`src/rtl/vga_scanout.sv`:
```
// VGA raster timing generator that fetches pixels from a framebuffer and
// re-times sync/enable so they line up with the returning pixel data.
module vga_scanout #(
    parameter int H_ACTIVE    = 640,
    parameter int H_FP        = 16,
    parameter int H_SYNC      = 96,
    parameter int H_BP        = 48,
    parameter int V_ACTIVE    = 480,
    parameter int V_FP        = 10,
    parameter int V_SYNC      = 2,
    parameter int V_BP        = 33,
    parameter int HS_POL      = 0,
    parameter int VS_POL      = 0,
    parameter int RGB_W       = 3,
    parameter int ADDR_W      = 19,
    parameter int FB_LAT      = 1,
    parameter int SCALE_SHIFT = 0
) (
    input  logic              clk,
    input  logic              reset,
    input  logic              enable,
    input  logic [9:0]        line_cmp,
    output logic              fb_rd_en,
    output logic [ADDR_W-1:0] fb_addr,
    input  logic [RGB_W-1:0]  fb_rdata,
    output logic [RGB_W-1:0]  rgb,
    output logic              hs,
    output logic              vs,
    output logic              de,
    output logic              vblank,
    output logic              frame_start,
    output logic              line_irq,
    output logic [15:0]       frame_cnt
);
    localparam int H_TOTAL = H_ACTIVE + H_FP + H_SYNC + H_BP;
    localparam int V_TOTAL = V_ACTIVE + V_FP + V_SYNC + V_BP;
    localparam int HW      = $clog2(H_TOTAL);
    localparam int VW      = $clog2(V_TOTAL);
    localparam int DEPTH   = FB_LAT + 1;

    localparam logic [31:0] HA       = 32'(H_ACTIVE);
    localparam logic [31:0] VA       = 32'(V_ACTIVE);
    localparam logic [31:0] HS_START = 32'(H_ACTIVE + H_FP);
    localparam logic [31:0] HS_END   = 32'(H_ACTIVE + H_FP + H_SYNC);
    localparam logic [31:0] VS_START = 32'(V_ACTIVE + V_FP);
    localparam logic [31:0] VS_END   = 32'(V_ACTIVE + V_FP + V_SYNC);
    localparam logic [31:0] H_LAST   = 32'(H_TOTAL - 1);
    localparam logic [31:0] V_LAST   = 32'(V_TOTAL - 1);
    localparam logic [31:0] H_SCALED = 32'(H_ACTIVE >> SCALE_SHIFT);
    localparam logic        HS_ON    = (HS_POL != 0);
    localparam logic        VS_ON    = (VS_POL != 0);

    logic [HW-1:0]     hx_q, hx_d;
    logic [VW-1:0]     vy_q, vy_d;
    logic [15:0]       frame_cnt_q, frame_cnt_d;
    logic [DEPTH-1:0]  de_pipe_q, hs_pipe_q, vs_pipe_q;
    logic [RGB_W-1:0]  rgb_q;

    logic [31:0]       hx_w, vy_w;
    logic [ADDR_W-1:0] addr_full;
    logic              h_last, v_last, active, hs_raw, vs_raw;

    always_comb begin
        hx_w      = 32'(hx_q);
        vy_w      = 32'(vy_q);
        h_last    = (hx_w == H_LAST);
        v_last    = (vy_w == V_LAST);
        active    = (hx_w < HA) && (vy_w < VA);
        hs_raw    = (hx_w >= HS_START) && (hx_w < HS_END);
        vs_raw    = (vy_w >= VS_START) && (vy_w < VS_END);
        addr_full = ADDR_W'((vy_w >> SCALE_SHIFT) * H_SCALED + (hx_w >> SCALE_SHIFT));
    end

    // Raster position: parked at the origin whenever scanout is stopped.
    always_comb begin
        hx_d        = hx_q;
        vy_d        = vy_q;
        frame_cnt_d = frame_cnt_q;
        if (!enable) begin
            hx_d = '0;
            vy_d = '0;
        end else if (h_last) begin
            hx_d = '0;
            vy_d = v_last ? '0 : vy_q + VW'(1);
            if (v_last) begin
                frame_cnt_d = frame_cnt_q + 16'd1;
            end
        end else begin
            hx_d = hx_q + HW'(1);
        end
    end

    // Read contract: fb_addr is sampled with fb_rd_en, and the memory returns
    // that pixel on fb_rdata exactly FB_LAT clocks later with no back-pressure.
    assign fb_rd_en    = active && enable && !reset;
    assign fb_addr     = active ? addr_full : '0;
    assign vblank      = !reset && (vy_w >= VA);
    assign frame_start = !reset && enable && (hx_q == '0) && (vy_q == '0);
    assign line_irq    = !reset && (hx_w == HA) && (vy_w == 32'(line_cmp));

    always_ff @(posedge clk) begin
        if (reset) begin
            hx_q        <= '0;
            vy_q        <= '0;
            frame_cnt_q <= '0;
            de_pipe_q   <= '0;
            hs_pipe_q   <= {DEPTH{~HS_ON}};
            vs_pipe_q   <= {DEPTH{~VS_ON}};
            rgb_q       <= '0;
        end else begin
            hx_q        <= hx_d;
            vy_q        <= vy_d;
            frame_cnt_q <= frame_cnt_d;
            de_pipe_q   <= {de_pipe_q[DEPTH-2:0], fb_rd_en};
            hs_pipe_q   <= {hs_pipe_q[DEPTH-2:0], hs_raw ? HS_ON : ~HS_ON};
            vs_pipe_q   <= {vs_pipe_q[DEPTH-2:0], vs_raw ? VS_ON : ~VS_ON};
            // Stage FB_LAT-1 marks the cycle the fetched pixel is on fb_rdata.
            rgb_q       <= de_pipe_q[FB_LAT-1] ? fb_rdata : '0;
        end
    end

    assign rgb       = rgb_q;
    assign de        = de_pipe_q[FB_LAT];
    assign hs        = hs_pipe_q[FB_LAT];
    assign vs        = vs_pipe_q[FB_LAT];
    assign frame_cnt = frame_cnt_q;

endmodule

```
`config.mk`:
```
export PLATFORM = sky130hd
export DESIGN_NAME = vga_scanout
export DESIGN_NICKNAME = d
export VERILOG_FILES = /design/src/rtl/vga_scanout.sv
export SDC_FILE = /design/constraint.sdc
export NUM_CORES = 1
export LEC_CHECK = 0
export BUFFER_PORTS_ARGS = -buffer_cell sky130_fd_sc_hd__buf_2
export CELL_PAD_IN_SITES_DETAIL_PLACEMENT = 0
export CELL_PAD_IN_SITES_GLOBAL_PLACEMENT = 2
export CORE_ASPECT_RATIO = 0.75
export CORE_MARGIN = 2
export CORE_UTILIZATION = 29
export DETAILED_ROUTE_END_ITERATION = 12
export PLACE_DENSITY = 0.75
export SLEW_MARGIN = 20
export SYNTH_ARGS = -nofsm -noshare
export SYNTH_HDL_FRONTEND = slang
export SYNTH_SLANG_ARGS = --single-unit
```
`constraint.sdc`:
```
create_clock -name clk -period 2.9 [get_ports clk]
set_clock_uncertainty 0.05 [all_clocks]
set_input_delay 0.29 -clock clk [delete_from_list [all_inputs] [get_ports clk]]
set_output_delay 0.29 -clock clk [all_outputs]
set_load 0.1 [all_outputs]
```
==> qor.yml <==
status: "complete, but fails checks"
violations: "negative setup slack"
rsz0062_at_grt: "yes"
regArea_um2: 916
setup_ws_ps: -272
yosys_warnings: 0
nNetsFinal: 476
path_clk_slew_ps: 70
dpl.hpwl_um: 6170
fmax_mhz: 315
max_slew_margin_pct: 67.1
critPathMostFrequentCell: "ha_4"
dpl_worst_slack_ps: -149
ios: 61
root_buffer: "clkbuf_16"
grt_usage_pct: 15.5
grt_max_degree: 24
setup_viol: 5
ys.flop_type: "dfxtp_1"
path_class: "reg -> out"
cpPeakStageDelay_ps: 360
routedWlPerCell_um: 14.0
holdWs_ps: 143
synth-seq-cells: 45
fill_cells: 957
netlist_area_um2: 2920
vias: 2654
yosysTopAreaCellShare_pct: 30.8
synth_edf_count: 0
dr.pass1.iters: 4
synth_area_leaders: "dfxtp_1 31%, ha_1 11%, xor2_1 7.2%"
crit_path_top_delay_cell: "fa_2"
required_ps: 2560
netlist_instances: 335
drv_slew: 0
dp_cells: 551
p_leak_nw: 1.88
cp.arrival_ps: 2830
cts_tree: "yes"
drive_gt1_share_pct: 39.2
area_delta_synth_final_pct: 47.4
antenna_found_initial: 0
cp-end-kind: "output pin"
port_buffers: 60
r2r_cells: 8
hp-class: "in -> reg"
drt-initial-drc-count: 99
finalHoldViolCount: 0
stdcell_count: 566
grt_pass1_vias: 2614
htree_levels: 2
clk_latency_ps: 290
design.core.area_um2: 9740
drt_wl_total_um: 7930
start_util_pct: 30.0
cts_hold_buf: 0
synth_most_common_cell: "nor2_1"
dieArea_um2: 10900
finalWeightedCongestion: 0.799
yosys.cell_types.count: 52
tns_ps: -1150
async_reset_ff_share_pct: 0
tightest_slew_ps: 497
ir_drop_mv: 0.208
synth_fp_nets: 378
diodes: 0
final_cell_area_um2: 4310
crit_path_cell_trace: "ha_4 -> ha_4 -> fa_2 -> a21o_1 -> a211oi_2 -> nor2_1 -> or2_4 -> o31a_1 -> nor3_4 -> buf_12"
rows: 31
cts_buffer_depth: 2
hold_depth: 2
grt_pass1_wl_um: 13600
grt_overflow_total: 0
die_y_um: 90.9
route.antenna.remaining_nets: 0
die_w_um: 120
syn_avg_cell_area_um2: 8.72
critPathLaunchType: "flop"
clock_sink_count: 45
seq_area_frac_synth_pct: 30.8
path_max_fanout: 3
finalCritPeriodShare_pct: 109
synth_top_cell_by_area: "dfxtp_1"
p_per_area_nw_per_um2: 300
multi_input_area_um2: 2230
cap_violations: 0
vias_per_cell: 4.69
dpl_cell_area_um2: 3950
drc: 0
synth_common_cells: "50 x nor2_1, 45 x dfxtp_1, 25 x ha_1, 24 x xor2_1, 19 x xnor2_1"
cts_buffers: 5
finalCriticalPeriod_ps: 3170
metrics by stage:
step                      utilization [%]  total power, mW
final                                44.2             1.29
after global routing                 44.2             1.35
after CTS                            43.8             1.31
after detailed placement             40.6            0.726
after global placement               40.6            0.726
after floorplan                         -            0.694
what timing repair did:
action / in CTS / in global routing
setup endpoints to repair: 5 / 7
resized for setup: 18 / 4
buffers inserted: 6 / 1
pin swaps: 5 / 3
layer usage:
metal,global-route usage [%],wire length (um),vias to the layer above,share of wire [%]
met5,0,0,-,0
met4,3.53,69,0,0.87
met2,21.7,3310,41,42
met1,23.6,4280,1233,54
met3,3.72,277,4,3.5
li1,-,-,1376,-
power breakdown:
part           switching [mW]  leakage (nW)  total (mW)  internal (mW)
Sequential            0.00171         0.367       0.620          0.619
Combinational          0.0619          1.44      0.0887         0.0268
Clock                   0.259        0.0708       0.585          0.326
sequential cells by signal, indices dropped and copies added, names as in the netlist:
| register | flops |
|---|---|
| vs_pipe_q | 2 |
| hx_q | 10 |
| vy_q | 10 |
| rgb | 3 |
| hs_pipe_q | 2 |
| frame_cnt | 16 |
| de_pipe_q | 2 |
cells in the final DEF, fill, tap and decap left out, types with 4 or more instances in the layout:
master / n
buf_2: 45
inv_1: 10
or3_1: 9
buf_12: 15
o21ai_0: 11
and3_1: 11
ha_1: 18
nor2_1: 39
a21o_1: 5
ha_4: 7
and2_1: 7
nor2_4: 4
nand3_1: 14
a21oi_1: 13
xnor2_1: 16
nor2b_1: 4
clkbuf_16: 5
nor2_2: 7
nand4_1: 9
buf_4: 38
nand2_1: 12
nor3_4: 5
xor2_1: 21
dfxtp_1: 39
worst paths after layout:
| check | slack, ps | endpoint | startpoint |
|---|---|---|---|
| setup / recovery | -270 | fb_addr[18] | vy_q[1] |
| hold / removal | 140 | rgb[1] | fb_rdata[1] |
| setup reg to reg | 620 | frame_cnt[7] | vy_q[1] |
| hold reg to reg | 360 | vs_pipe_q[1] | vs_pipe_q[0] |
logic make-up (layout without fill, tap and decap cells):
group	Yosys count	count (layout)	synth area share (%)
AOI/OAI and AO/OA	42	42	9.25
xor gates and xnor gates	43	43	12.9
adders and majority gates	27	27	12.1
buffers and inverters	17	116	3.13
DFF	45	45	30.8
muxes	2	2	0.685
and+or+nand+nor	159	159	31.1
worst max-delay path: cells and delay by family, from the launching register on:
kind            cells  cell delay (ps)
flops               1              350
simple gates        3              480
fa+ha+maj           3              760
compound gates      3              760
buf+inv             1              200
area by class of cell:
type                       count  area share (%)
inverter                      10           0.872
timing repair buffer          98            18.8
clock inverter                 3           0.581
clock buffer                   5            2.91
tap                          132            3.83
sequential                    45            21.3
multi-input combinational    273            51.7
Power figures use the tool's default switching activity.
